<file path="config.mk">
export PLATFORM = sky130hd
export DESIGN_NAME = fetch_unit
export DESIGN_NICKNAME = d
export VERILOG_FILES = /design/src/rtl/fetch_unit.sv
export SDC_FILE = /design/constraint.sdc
export NUM_CORES = 1
export LEC_CHECK = 0
export CAP_MARGIN = 30
export CORE_MARGIN = 1.5
export CORE_UTILIZATION = 24
export CTS_CLUSTER_SIZE = 8
export DETAILED_ROUTE_END_ITERATION = 10
export PLACE_DENSITY = 0.58
export SLEW_MARGIN = 20
export SYNTH_ARGS = -nofsm -noshare
export SYNTH_HDL_FRONTEND = slang
export SYNTH_SLANG_ARGS = --single-unit
</file>
<file path="constraint.sdc">
create_clock -name clock -period 1.8 [get_ports clock]
set_input_delay 0.18 -clock clock [delete_from_list [all_inputs] [get_ports clock]]
set_output_delay 0.18 -clock clock [all_outputs]
set_load 0.01 [all_outputs]
</file>
<file path="src/rtl/fetch_unit.sv">
// fetch_unit: instruction fetch sequencer sitting between the PC register and
// the instruction-memory read port. Latches PC into mem_addr, runs the read
// handshake, loads IR, and pulses incPC/pc_enable one cycle after each load.
// A redirect aborts a fetch in flight or discards a held instruction, and
// cancels a pending increment so the PC register can load the branch target.
// Optional performance counters are built only when FETCH_PERF_CNT_EN is
// defined; otherwise fetch_count and stall_count are tied to zero.
module fetch_unit #(
   parameter logic [31:0] RESET_IR = 32'h0000_0000
) (
   input  logic        clock,
   input  logic        clear,
   input  logic        fetch_go,
   input  logic [31:0] PC,
   input  logic        redirect,
   output logic [31:0] mem_addr,
   output logic        mem_read,
   input  logic        mem_ready,
   input  logic [31:0] mem_rdata,
   output logic [31:0] IR,
   output logic        ir_valid,
   input  logic        ir_ack,
   output logic        incPC,
   output logic        pc_enable,
   output logic        busy,
   output logic [31:0] fetch_count,
   output logic [31:0] stall_count
);

   typedef enum logic [1:0] {
      ST_IDLE = 2'd0,
      ST_REQ  = 2'd1,
      ST_HOLD = 2'd2
   } state_t;

   state_t      state_q, state_d;
   logic [31:0] mem_addr_q, mem_addr_d;
   logic [31:0] ir_q, ir_d;
   logic        ir_valid_q, ir_valid_d;
   logic        inc_pending_q, inc_pending_d;

   // Next-state logic: redirect always wins over a memory response or an ack,
   // and inc_pending is only ever high for the single cycle after an IR load.
   always_comb begin
      state_d       = state_q;
      mem_addr_d    = mem_addr_q;
      ir_d          = ir_q;
      ir_valid_d    = ir_valid_q;
      inc_pending_d = 1'b0;
      case (state_q)
         ST_IDLE: begin
            if (fetch_go && !redirect) begin
               state_d    = ST_REQ;
               mem_addr_d = PC;
            end
         end
         ST_REQ: begin
            if (redirect) begin
               state_d = ST_IDLE;
            end else if (mem_ready) begin
               state_d       = ST_HOLD;
               ir_d          = mem_rdata;
               ir_valid_d    = 1'b1;
               inc_pending_d = 1'b1;
            end
         end
         ST_HOLD: begin
            if (redirect || ir_ack) begin
               state_d    = ST_IDLE;
               ir_valid_d = 1'b0;
            end
         end
         default: begin
            state_d    = ST_IDLE;
            ir_valid_d = 1'b0;
         end
      endcase
   end

   // State register; clear abandons any fetch immediately.
   always_ff @(posedge clock or posedge clear) begin
      if (clear) begin
         state_q       <= ST_IDLE;
         mem_addr_q    <= 32'h0000_0000;
         ir_q          <= RESET_IR;
         ir_valid_q    <= 1'b0;
         inc_pending_q <= 1'b0;
      end else begin
         state_q       <= state_d;
         mem_addr_q    <= mem_addr_d;
         ir_q          <= ir_d;
         ir_valid_q    <= ir_valid_d;
         inc_pending_q <= inc_pending_d;
      end
   end

   // Outputs: mem_read and busy are Moore; the increment is gated live by
   // redirect so a branch in the increment cycle lets the target load instead.
   always_comb begin
      mem_read  = (state_q == ST_REQ);
      busy      = (state_q != ST_IDLE);
      incPC     = inc_pending_q & ~redirect;
      pc_enable = inc_pending_q & ~redirect;
      mem_addr  = mem_addr_q;
      IR        = ir_q;
      ir_valid  = ir_valid_q;
   end

`ifdef FETCH_PERF_CNT_EN
   logic        ir_load;
   logic        req_stall;
   logic [31:0] fetch_count_q, fetch_count_d;
   logic [31:0] stall_count_q, stall_count_d;

   assign ir_load   = (state_q == ST_REQ) & ~redirect & mem_ready;
   assign req_stall = (state_q == ST_REQ) & ~mem_ready;

   // Counter increments: loads into IR, and REQ cycles with no data, which
   // includes a cycle aborted by redirect. Both wrap naturally at 32 bits.
   always_comb begin
      fetch_count_d = fetch_count_q + (ir_load ? 32'd1 : 32'd0);
      stall_count_d = stall_count_q + (req_stall ? 32'd1 : 32'd0);
   end

   // Counter registers, cleared only by clear.
   always_ff @(posedge clock or posedge clear) begin
      if (clear) begin
         fetch_count_q <= 32'h0000_0000;
         stall_count_q <= 32'h0000_0000;
      end else begin
         fetch_count_q <= fetch_count_d;
         stall_count_q <= stall_count_d;
      end
   end

   assign fetch_count = fetch_count_q;
   assign stall_count = stall_count_q;
`else
   assign fetch_count = 32'h0000_0000;
   assign stall_count = 32'h0000_0000;
`endif

endmodule

</file>
Word-level counts from Yosys, hierarchy flattened
Index checks and enable logic that the tools add are counted.
- output and inout port bits: 133
- bits in registers: 68
- bits in read-only memories: 0
- RAM bits: 0
- bits of input ports: 70
- memories kept: 0
- bits in latches: 0
- shifts and indexed selects: 0
- add/sub/neg operators: 0
- multiply operators: 0
- equality and inequality tests: 7
- reductions and logical operators: 9
- muxes and demuxes: 12
- $lt $le $gt $ge: 0
- div/mod/pow operators: 0
- bitwise logic cells: 3
- operators by type and width (operator ; count):
    $mux 2 ; 4
    $mux 1 ; 6
    $ne 2x2->1 const B ; 3
    $pmux 2 s3 ; 1
    $reduce_and 3->1 ; 2
    $reduce_and 4->1 ; 1
    $ne 3x2->1 const B ; 1
    $pmux 1 s3 ; 1
    $eq 2x1->1 const B ; 1
    $eq 2x2->1 const B ; 1
    $logic_not 2->1 ; 1
    $ne 2x1->1 const B ; 1
    $not 1->1 ; 2
    $reduce_and 2->1 ; 1
    $reduce_bool 2->1 ; 1
    $and 1x1->1 ; 1
    $logic_and 1x1->1 ; 1
    $logic_not 1->1 ; 1
    $logic_or 1x1->1 ; 1

Depth between registers and ports, before layout
Gate-level depths: netlist of the first run.
- depth after elaboration: 4
- gate-level depth with buffers: 5
- mapped depth without buffers: 2

Worst setup path after synthesis of the first run
No wires, ideal clock.
- path type: reg-to-reg
- start point: reg state_q[0]
- end point: reg mem_addr_q[0] (netlist: mem_addr[0])
- library setup time: 0.125 ns
- path buffers: 2
- clock period less this slack: 1.522 ns
- cell stages (with the launch flop): 5
- path slack: 0.278 ns
- required time: 1.675 ns
- arrival time: 1.397 ns
- cells stage by stage: dfrtp_1 buf_6 nor4b_4 buf_6 mux2_4
- word-level cells in the longest chain between the ends: 2
- RTL lines (what ; line ; source):
    from (decl) ; 36 ; state_t state_q, state_d;
    from (signal assigned) ; 89 ; state_q <= state_d;
    $logic_not 2->1 ; 50 ; case (state_q)
    $reduce_and 2->1 (no line) ; -- ;
    to (signal assigned) ; 90 ; mem_addr_q <= mem_addr_d;
    to (decl) ; 37 ; logic [31:0] mem_addr_q, mem_addr_d;
No other way between the ends.
A chain may end at the register's enable or synchronous reset.

Worst setup path in the final report of the first run
- start point: reg state_q[1]
- end point: out mem_read
- word-level cells in the longest chain between the ends: 1
- RTL lines (what ; line ; source):
    $eq 2x1->1 ; 100 ; mem_read = (state_q == ST_REQ);
    to (decl) ; 17 ; output logic mem_read,
No other way between the ends.

==> results of run 1 <==
==> layout make-up <==
cell class / instances / area (um2) / share of cell area
multi-input cells: 140 / 1192 / 0.2414
repair buffers: 146 / 1475 / 0.2986
clock inverters: 4 / 70.07 / 0.01418
flip-flops and latches: 68 / 1704 / 0.3450
inverters: 2 / 11.26 / 0.002280
well taps: 176 / 220.2 / 0.04458
clock buffers: 12 / 266.5 / 0.05395
==> how the worst max path moves through the flow <==
stage	slack, ns	startpoint	to
finish	0.13	state_q[1]$_DFFE_PP0P_	mem_read
floorplan	0.28	state_q[0]$_DFFE_PP0P_	mem_addr[0]$_DFFE_PP0P_
CTS	0.11	state_q[0]$_DFFE_PP0P_	mem_read
detailed placement	-0.08	redirect	IR[11]$_DFFE_PP0P_
global route	0.05	state_q[0]$_DFFE_PP0P_	mem_read
global placement	-0.06	redirect	IR[12]$_DFFE_PP0P_
==> worst max-delay path, stage by stage (launching register included) <==
cell and delay, ns:
dfrtp_2 0.47, nor2b_1 0.13, clkdlybuf4s50_1 0.55
==> state kept, by name, indices dropped and copies added (netlist names) <==
register       flops
mem_addr          32
IR                32
state_q            2
inc_pending_q      1
ir_valid           1
==> cell usage in the layout, fill, tap and decap left out <==
cell type and n:
dfrtp_1 66, clkdlybuf4s50_1 135, dlygate4sd2_1 3, clkinvlp_4 1, dfrtp_2 2, nor4b_4 1
inv_1 1, conb_1 64, a2111oi_0 1, mux2_4 30, nor2_1 1, mux2_2 29
buf_4 5, clkbuf_16 9, buf_12 3, clkinv_2 2, nor4bb_4 1, bufinv_16 2
a21oi_1 1, or2_2 1, nor2b_1 2, a211o_1 1, or3b_2 1, mux2_1 5
nand3b_1 1, clkbuf_8 3, nor4b_1 1
==> layer usage <==
layer / GRT usage / vias up
li1: - / 905
met3: 0.04454 / 13
met1: 0.1200 / 985
met2: 0.1530 / 125
met5: 0 / -
met4: 0.05873 / 0
==> logic make-up after synthesis <==
kind of cell    Yosys count  synth area share
compound gates            3          0.006990
buf+inv                  75            0.1798
flops                    68            0.5282
mux                      64            0.2586
other cells               1          0.001164
simple gates              9           0.02524
==> where the power goes <==
part	internal (mW)	total (mW)	switching, mW	leakage [nW]
Sequential	1.92	2.13	0.211	0.808
Combinational	1.17	1.77	0.604	1.19
Clock	1.32	1.95	0.634	0.169
Total	4.40	5.85	1.45	2.17
==> metrics, run 1 <==
CP Launch Type=register; ys async rst share=1.000; first-pass GRT wire length=between 10000 and 15000 um; die extent in y=about 120 um; Final Hold Fails=0; skew final=just under 0.006 ns; area growth from synthesis to layout=53.32%; wire length on met1=~2900 um; Reg-to-Reg Start=state_q[1]$_DFFE_PP0P_; R2R cell count=3; LEAKAGE=2.169 nW; fill count=1312; Core Util, Final=0.3745; Hold-fix buffers, CTS=0; most frequent cell after synthesis=dfrtp_1; GR Util All Layers=0.1014; Port Buf Inserts=138; cells resized by post-CTS repair=5; max-cap viol count=0; Final setup viols=0; Sum Neg Setup Slack=0 ns; design area=approximately 0.0049 mm2; Avg Inst Size Synth=about 15 um2; TritonCTS Sinks=between 60 and 70; clock root cell=clkbuf_16; clk slew on worst S/H paths=about 0.06 ns; Final Non-Filler Cells=between 500 and 600; Yosys cell types=20; maximum fanout along the worst path=8; Max VDD drop=~0.00052 V; initial antenna violation count=0; Antenna Nets Post-Route=0; CTS tree=done; DRT Pass-1 Iters=4; largest net degree at the start of global routing=30; Mapped Cells=220; Remaining DRCs=0; outcome=finished, final reports clean; Starting Density=0.2443; placed insts=532; n_diodes=0; unrepaired setup endpoints after global routing=no; Post-DP HPWL=between 5000 and 6000 um; total CTS buffers=9; post-synthesis sequential area ratio=0.5282; share of cells above drive strength 1=0.2419; pre-CTS setup slack=-0.07946 ns; most used flip-flop cell after synthesis=dfrtp_1; Min-Delay Path Class=input pin to async pin; GP Congestion=just under 0.7; cell taking the most area after synthesis=dfrtp_1; clk_lat worst skew=about 0.33 ns; final WL=around 6700 um; crit share post-route=0.9277; min cycle time layout=~1.7 ns; R2R Path End=IR[11]$_DFFE_PP0P_; CP Data Required Time=between 1.5 and 2 ns; Die Width=118.9 um; Max Fclk=598.9 MHz; highest routed layer=met4; Synth area leaders=dfrtp_1 53%, buf_4 15%, mux2_4 14%; Pwr Total=a little under 6 mW; Min Hold Slack=between 0.15 and 0.2 ns; num ports=~200; DR WL/cell=between 10 and 15 um; Max Slew Vio Count=0; metal3 WL=655 um; H-tree depth=3; final layout net count=between 400 and 500; synthesis-stage register bit count=slightly below 70; DR WL met2=3044 um; top cells by count, synth=68 x dfrtp_1, 65 x buf_4, 30 x mux2_4; total placed instance area=0.004604 mm2; EDFF count, synth=0; setup ws final=~0.13 ns; number of global-route vias before repair=roughly 2100; share of the synthesized area in the top cell type=0.5282; R2R Setup Slk=0.21 ns; total congestion overflow=0; Post-Syn Area=0.003222 mm2; Critical Path End Type=primary output; clock buffer depth=2; Vias/cell=3.701; Arr. time, crit path=between 1 and 1.5 ns; YS warnings=0; area of the core=approximately 0.013 mm2; # rows=42; Iter 0 DRT Violations=between 50 and 60; CP Class=register to primary output; DR vias=about 2000; Die ar.=~0.014 mm2; Cell Pwr Density=~1200 mW/mm2; Setup Buffers After CTS=0
Note: power is estimated with default switching activity, not from simulation.
==> run 2: changes to the inputs <==
TNS_END_PERCENT = 10   (was default)
==> metrics, run 2 (synthesized netlist as in run 1, its figures left out) <==
initial antenna violation count=0; Port Buf Inserts=between 100 and 150; clock root cell=clkbuf_16; Cell Chain, Critical Path=or2_2, clkdlybuf4s50_1; Max Fclk=approximately 570 MHz; Max VDD drop=a little over 0.0005 V; LEAKAGE=approximately 2.2 nW; pre-CTS setup slack=-0.07946 ns; largest net degree at the start of global routing=30; Sum Neg Setup Slack=0 ns; n_diodes=0; Antenna Nets Post-Route=0; TritonCTS Sinks=68; DR vias=between 2000 and 2500; final layout net count=between 400 and 500; worst path bufs/invs=1; skew final=0.005700 ns; total CTS buffers=9; number of global-route vias before repair=2118; area of the core=between 0.01 and 0.015 mm2; Cell Pwr Density=~1200 mW/mm2; Die Width=about 120 um; Hold-fix buffers, CTS=0; Die ar.=around 0.014 mm2; Core Util, Final=0.3784; Critical Path End Type=primary output; Arr. time, crit path=~1.6 ns; Remaining DRCs=0; max-cap viol count=0; min cycle time layout=1.756 ns; R2R Setup Slk=~0.12 ns; DRT Pass-1 Iters=4; Reg-to-Reg Start=state_q[0]$_DFFE_PP0P_; placed insts=532; share of cells above drive strength 1=0.2520; outcome=finished, final reports clean; R2R Path End=mem_addr[18]$_DFFE_PP0P_; commonest non-fill, non-tap cell in the layout=clkdlybuf4s50_1; cell family with most CP delay=buffers and inverters; Iter 0 DRT Violations=57; first-pass GRT wire length=10830 um; setup ws final=0.04414 ns; Max Slew Vio Count=0; Starting Density=0.2443; unrepaired setup endpoints after global routing=no; R2R cell count=4; Min-Delay Path Class=input pin to async pin; maximum fanout along the worst path=7; GP Congestion=approximately 0.68; CTS tree=done; CP Class=register to primary output; Vias/cell=between 3 and 4; H-tree depth=3; crit path max-delay cell type=clkdlybuf4s50_1; # rows=42; most frequent cells in the layout=136 x clkdlybuf4s50_1, 66 x dfrtp_1, 64 x conb_1, 30 x mux2_4, 29 x mux2_2; clk_lat worst skew=between 0.3 and 0.4 ns; Post-DP HPWL=about 5000 um; DR WL/cell=between 10 and 15 um; clock buffer depth=2; Final Non-Filler Cells=~550; CP Data Required Time=1.62 ns; Final Hold Fails=0; CP Launch Type=register; Final setup viols=0; clk slew on worst S/H paths=about 0.05 ns; total congestion overflow=0; area growth from synthesis to layout=54.91%; final WL=6793 um; num ports=just over 200; GR Util All Layers=0.1014; die extent in y=118.9 um; biggest cell delay along the critical path=between 0.4 and 0.5 ns; crit share post-route=0.9755
==> run 2: routing by layer <==
| metal | wire, um | vias to the layer above | global-route usage |
|---|---|---|---|
| li1 | - | 914 | - |
| met1 | 2884 | 1000 | 0.1200 |
| met2 | 3077 | 125 | 0.1530 |
| met3 | 660 | 13 | 0.04454 |
| met4 | 170 | 0 | 0.05873 |
| met5 | 0 | - | 0 |
==> run 2: through the flow <==
| stage | power [mW] | hold WS (ns) | area (um2) |
|---|---|---|---|
| floorplan | 2.988 | 0.2431 | 3462 |
| global placement | 3.916 | 0.4684 | 4604 |
| detailed placement | 3.942 | 0.4807 | 4604 |
| CTS | 5.968 | 0.1752 | 4941 |
| global route | 6.179 | 0.2070 | 4991 |
| finish | 5.867 | 0.1847 | 4991 |
==> run 2: repair_timing <==
action                     in CTS  in global routing
setup buffers                   0                  5
resized for setup               4                  0
gates cloned                    0                  0
setup endpoints to repair       3                  1
==> run 2: final cells by class <==
class,instances,area [um2]
clock buffer,12,266.5
tap,176,220.2
fill,1310,8199
clock inverter,4,70.07
sequential,68,1704
multi-input combinational,140,1192
timing repair buffer,151,1526
inverter,2,11.26
==> run 2: worst register-to-register path, stage by stage, from the launching register on <==
cell     delay [ns]
dfrtp_2        0.45
buf_4          0.16
nor4b_4        0.35
buf_4          0.29
mux2_4         0.32
==> run 2: how the worst max path moves through the flow <==
stage / to / cells past startpoint / slack, ns / start
floorplan: mem_addr[0]$_DFFE_PP0P_ / 4 / 0.28 / state_q[0]$_DFFE_PP0P_
global placement: IR[12]$_DFFE_PP0P_ / 4 / -0.06 / redirect
detailed placement: IR[11]$_DFFE_PP0P_ / 4 / -0.08 / redirect
CTS: busy / 2 / -0.01 / state_q[0]$_DFFE_PP0P_
global route: busy / 2 / 0.002 / state_q[0]$_DFFE_PP0P_
finish: busy / 2 / 0.04 / state_q[0]$_DFFE_PP0P_
==> run 2: power breakdown <==
part | internal, mW | total, mW | switching [mW]
combinational | 1.18 | 1.79 | 0.610
clock | 1.32 | 1.95 | 0.633
sequential | 1.92 | 2.12 | 0.208
total | 4.42 | 5.87 | 1.45
==> run 3: changes to the inputs <==
CORE_MARGIN = 1   (was 1.5)
PLACE_DENSITY = default   (was 0.58)
PLACE_DENSITY_LB_ADDON = 0.2   (was default)
==> metrics, run 3 (synthesized netlist as in run 1, its figures left out) <==
outcome=finished, final reports clean; CP Class=register to primary output; register share of total power=0.374; min cycle time layout=about 1.7 ns; Starting Density=0.2502; initial antenna violation count=0; clock root cell=clkbuf_16; Clock Power Share=0.312; total congestion overflow=0; final WL=6635 um; crit share post-route=0.9492; CP Launch Type=register; Die Width=roughly 120 um; LEAKAGE=~2.2 nW; die extent in y=about 120 um; Max VDD drop=about 0.00048 V; CTS tree=done; Logic pwr share=0.314; first-pass GRT wire length=approximately 11000 um; Critical Path End Type=primary output; Final setup viols=0; max-cap viol count=0; clk slew on worst S/H paths=roughly 0.06 ns; Remaining DRCs=0; Iter 0 DRT Violations=52; Max Slew Vio Count=0; clk_lat worst skew=0.32 ns; net switching power=1.460 mW; share of cells above drive strength 1=0.2473; Cell Pwr Density=approximately 1100 mW/mm2; Arr. time, crit path=around 1.5 ns; GR Util All Layers=0.09928; num ports=between 200 and 250; number of global-route vias before repair=approximately 2100; Hold-fix buffers, CTS=0; placed insts=between 500 and 600; n_diodes=0; Port Buf Inserts=138; Cell Chain, Critical Path=or2_2, clkdlybuf4s50_1; Max Fclk=roughly 600 MHz; GP Congestion=approximately 0.69; DRT Pass-1 Iters=3; Die ar.=~0.014 mm2; Min Hold Slack=approximately 0.3 ns; DR vias=between 1500 and 2000; DR WL/cell=around 12 um; crit path max-delay cell type=clkdlybuf4s50_1; Min-Delay Path Class=input pin to async pin; largest net degree at the start of global routing=69; area of the core=0.01288 mm2; TritonCTS Sinks=68; area growth from synthesis to layout=53.51%; commonest non-fill, non-tap cell in the layout=clkdlybuf4s50_1; Vias/cell=3.593; maximum fanout along the worst path=8; total CTS buffers=9; H-tree depth=3; clock buffer depth=2; CP Data Required Time=~1.6 ns; Core Util, Final=0.3841; Sw Ratio=0.2575; most frequent cells in the layout=137 x clkdlybuf4s50_1, 66 x dfrtp_1, 64 x conb_1, 30 x mux2_4, 29 x mux2_2; Post-DP HPWL=roughly 4700 um; Final Non-Filler Cells=548; Antenna Nets Post-Route=0; final layout net count=between 400 and 500; Final Hold Fails=0; skew final=0.007878 ns; internal power=between 4 and 5 mW; unrepaired setup endpoints after global routing=no; biggest cell delay along the critical path=approximately 0.48 ns; # rows=about 40
==> run 3: worst paths after layout <==
kind                                   startpoint                        to  slack [ns]  cells past startpoint
min reg2reg                     IR[8]$_DFFE_PP0P_         IR[8]$_DFFE_PP0P_        0.48                      1
min in group clock                       redirect    state_q[1]$_DFFE_PP0P_        0.43                      3
max                        state_q[1]$_DFFE_PP0P_                      busy        0.09                      2
max in group asynchronous                   clear  mem_addr[16]$_DFFE_PP0P_        1.19                      3
max reg2reg                state_q[1]$_DFFE_PP0P_        IR[26]$_DFFE_PP0P_        0.13                      4
min                                         clear   mem_addr[4]$_DFFE_PP0P_        0.29                      3
==> run 3: metal layers <==
| layer | up-vias | share of wire | track usage |
|---|---|---|---|
| met3 | 8 | 0.076 | 0.03731 |
| met1 | 942 | 0.44 | 0.1212 |
| li1 | 908 | - | - |
| met2 | 111 | 0.48 | 0.1577 |
| met4 | 0 | 0.011 | 0.03846 |
| met5 | - | 0 | 0 |
==> run 3: stage by stage <==
step	total power [mW]	area, um2	TNS, ns	setup WS [ns]
floorplan	2.988	3462	0	0.2781
global placement	3.928	4612	-0.7040	-0.02441
detailed placement	3.947	4612	-1.864	-0.04733
CTS	5.777	4916	0	0.02440
global route	5.984	4946	0	0.03533
finish	5.670	4946	0	0.09149
==> run 3: layout make-up <==
cell class | instances | area (um2)
fillers | 1270 | 7930
flip-flops and latches | 68 | 1704
repair buffers | 150 | 1520
multi-input cells | 140 | 1192
clock buffers | 11 | 242.7
well taps | 172 | 215.2
clock inverters | 5 | 60.06
inverters | 2 | 11.26
==> run 3: what timing repair did <==
action | 4_1_cts | 5_1_grt
resized for setup | 3 | 0
endpoints found under the setup margin | 3 | 1
buffers inserted | 0 | 4
endpoints found under the hold margin | 0 | 0
pin swaps | 0 | 0
==> run 3: power groups by stage <==
stage | Sequential [mW] | Clock, mW | Combinational [mW]
floorplan | 2.31 | 0 | 0.676
global placement | 2.16 | 0 | 1.77
detailed placement | 2.15 | 0 | 1.80
CTS | 2.14 | 1.84 | 1.80
global route | 2.17 | 1.91 | 1.90
finish | 2.12 | 1.77 | 1.78
==> run 3: worst max-delay path, delay by kind of cell (launching register included) <==
family	cells	cell delay, ns
buffers and inverters	1	0.48
DFF	1	0.45
and+or+nand+nor	1	0.28
==> RTL change: new RTL, flow settings as in run 1 <==
The option `FETCH_PERF_CNT_EN` is turned on by a define.
--- a/src/rtl/fetch_unit.sv
+++ b/src/rtl/fetch_unit.sv
@@ -6,4 +6,6 @@
 // Optional performance counters are built only when FETCH_PERF_CNT_EN is
 // defined; otherwise fetch_count and stall_count are tied to zero.
+`define FETCH_PERF_CNT_EN
+
 module fetch_unit #(
    parameter logic [31:0] RESET_IR = 32'h0000_0000
Check against the original RTL: not equivalent (Yosys sat finds a counterexample within 4 cycles, from zero or initial values).
==> RTL change against run 1 <==
The flow now finishes with violations (setup timing); critical path depth grew 6; worst setup slack got worse by 260 ps; register-to-register slack got worse by 340 ps; clock power increased by 97%; global-route usage is 2.8 points higher; largest power group is now the clock network; routed wire length rose by 130%; critical path type is now flip-flop to flip-flop; area after synthesis increased by 70%; design area up 89%; cell count grew 76%; sequential cell count increased by 64; combinational power grew 27%; power is 69% higher.
==> RTL change: results (changes against run 1) <==
| Metric | Value |
|---|---|
| GR Layer Usage met1 | 0.159 (+0.0386) |
| Drt initial violations | 137 (+150%) |
| Net Sw Power | 2.50 mW (+73%) |
| Min-delay worst type | input port to asynchronous set/reset pin |
| Fillers | 2116 (+61%) |
| Cells on worst reg2reg path | 8 (+5) |
| Slew @ Worst Pin | 555 ps |
| CTS max path bufs | 2 (unchanged) |
| Pre-CTS setup slack | -456 ps (-376 ps) |
| H-tree depth | 4 (+1) |
| Clock Latency Late Sink | 410 ps (+80 ps) |
| Num CTS Buffers | 17 (+8) |
| Final Worst Setup Slack | -129 ps (-259 ps) |
| Crit. End Element | flip-flop |
| Synth cell count leaders | dfrtp_1, mux2_2, xnor2_1 |
| Wire length per cell | 15.9 µm (+29%) |
| Inst Count DP | 912 (+71%) |
| GRT Util Overall | 0.129 (+0.0278) |
| Critical Path AT | 2230 ps (+740 ps) |
| CTS Root Cell | clkbuf_16 |
| GR Util met3 | 0.0367 (-0.00784) |
| Leak pwr | 4.06 nW (+87%) |
| Worst reg2reg setup slack | -130 ps (-340 ps) |
| CP Launch Point | state_q[1] |
| Setup tns final | -1850 ps (-1850 ps) |
| Synth area leaders | dfrtp_1, mux2_2, xnor2_1, nand4_1, nand3_1 |
| Most numerous cell in the Yosys netlist | dfrtp_1 |
| Total Wirelength | 15300 µm (+130%) |
| Reg-to-reg endpoint | stall_count[20] |
| Sequential-to-total area share from yosys stat | 0.602 (+0.0736) |
| Clock Skew | 7.53 ps (+1.68 ps) |
| Post-synth ARST share | 1.00 (unchanged) |
| Violated checks | setup timing |
| Largest net degree at the start of global routing | 72 (+140%) |
| Reg clk slew, reported paths | 60 ps (about the same) |
| Layout Nets | 741 (+70%) |
| GR Layer Usage met2 | 0.217 (+0.0642) |
| Outcome | finished with violations |
| Post-DP Area | 8170 µm² (+77%) |
| Synthesis Warnings | 0 (unchanged) |
| Ant diodes | 0 (unchanged) |
| Via density | 4.32 (+17%) |
| First drt pass iteration count | 4 (unchanged) |
| Initial antenna violation count | 0 (unchanged) |
| Final setup violation count | 36 (+36) |
| Vias in the first global route | 4462 (+110%) |
| Peak supply drop | 0.440 mV (-15%) |
| First-pass GRT wire length | 24200 µm (+120%) |
| Layout cells sized above 1 | 0.284 (+0.0423) |
| Port Buffer Count | 202 (+46%) |
| Post-DP HPWL | 10200 µm (+100%) |
| Worst-path fanout max | 4 (-4) |
| Gpl congestion | 0.725 (+7.4%) |
| Yosys cell types | 33 (+65%) |
| Synth Net Count | 476 |
| Average cell area after synthesis | 13.7 µm² (-6.5%) |
## RTL change: changes by cell type in the layout (fill, tap and decap cells not counted), sizes merged, moves of 11 or more
cell	before	now
clkdlybuf4s50	135	198
nand2	0	23
conb	64	0
xor2	0	11
nand3	0	24
xnor2	0	49
buf	8	53
nand4	0	25
dfrtp	68	132
## RTL change: critical path, cell delays in order (launching register included)
cell and delay (ps):
dfrtp_1 370, nand2b_4 170, nor2_2 90, ha_2 200, ha_4 130, and4_4 230
nor4b_4 310, nand4_1 160, xnor2_1 140
## RTL change: area by class of cell
| class | instances | share of cell area |
|---|---|---|
| Sequential cell | 132 | 0.354 |
| Timing Repair Buffer | 256 | 0.278 |
| Multi-Input combinational cell | 252 | 0.258 |
| Clock buffer | 20 | 0.0478 |
| Tap cell | 285 | 0.0382 |
| Clock inverter | 12 | 0.0216 |
| Inverter | 7 | 0.00322 |
## RTL change: how the worst min path moves through the flow
stage | start | end | slack (ps) | depth (start not counted)
after global routing | clear | stall_count[0] | 280 | 3
final | clear | stall_count[6] | 240 | 3
after global placement | stall_count[31] | stall_count[31] | 460 | 1
after detailed placement | stall_count[31] | stall_count[31] | 470 | 1
after CTS | clear | stall_count[0] | 250 | 3
after floorplan | PC[5] | mem_addr[5] | 310 | 1
## RTL change: cell families after synthesis
logic type / after synthesis / synth area share
DFF: 132 / 0.602
and+or+nand+nor: 120 / 0.139
muxes: 64 / 0.131
xor gates and xnor gates: 60 / 0.0957
buffers and inverters: 17 / 0.0173
adders and majority gates: 5 / 0.0114
AOI/OAI and AO/OA: 3 / 0.00388
## RTL change: metrics by stage
| stage | total power [mW] | util | hold slack, ps |
|---|---|---|---|
| CTS | 9.97 | 0.402 | 254 |
| finish | 9.91 | 0.414 | 241 |
| global route | 10.4 | 0.414 | 284 |
| global placement | 5.89 | 0.362 | 465 |
| detailed placement | 5.95 | 0.362 | 467 |
| floorplan | 4.57 | - | 315 |
## RTL change: timing repair
item	in CTS	in global routing
hold endpoints to repair	0	0
endpoints found under the setup margin	72	117
buffers inserted	9	5
resized for setup	34	44
cloned	4	2
pin swaps	22	9
## RTL change: routing by layer
layer / vias up / part of all wire / routed length, µm
met4: 0 / 0.013 / 201
met1: 2075 / 0.43 / 6620
met3: 12 / 0.053 / 817
met5: - / 0 / 0
li1: 1948 / - / -
met2: 132 / 0.50 / 7670
## RTL change: power by group through the flow
stage	Combinational [mW]	Sequential [mW]	Clock, mW
floorplan	0.533	4.04	0
global placement	2.08	3.81	0
detailed placement	2.11	3.84	0
CTS	2.20	3.82	3.96
global route	2.39	3.90	4.10
finish	2.25	3.82	3.84
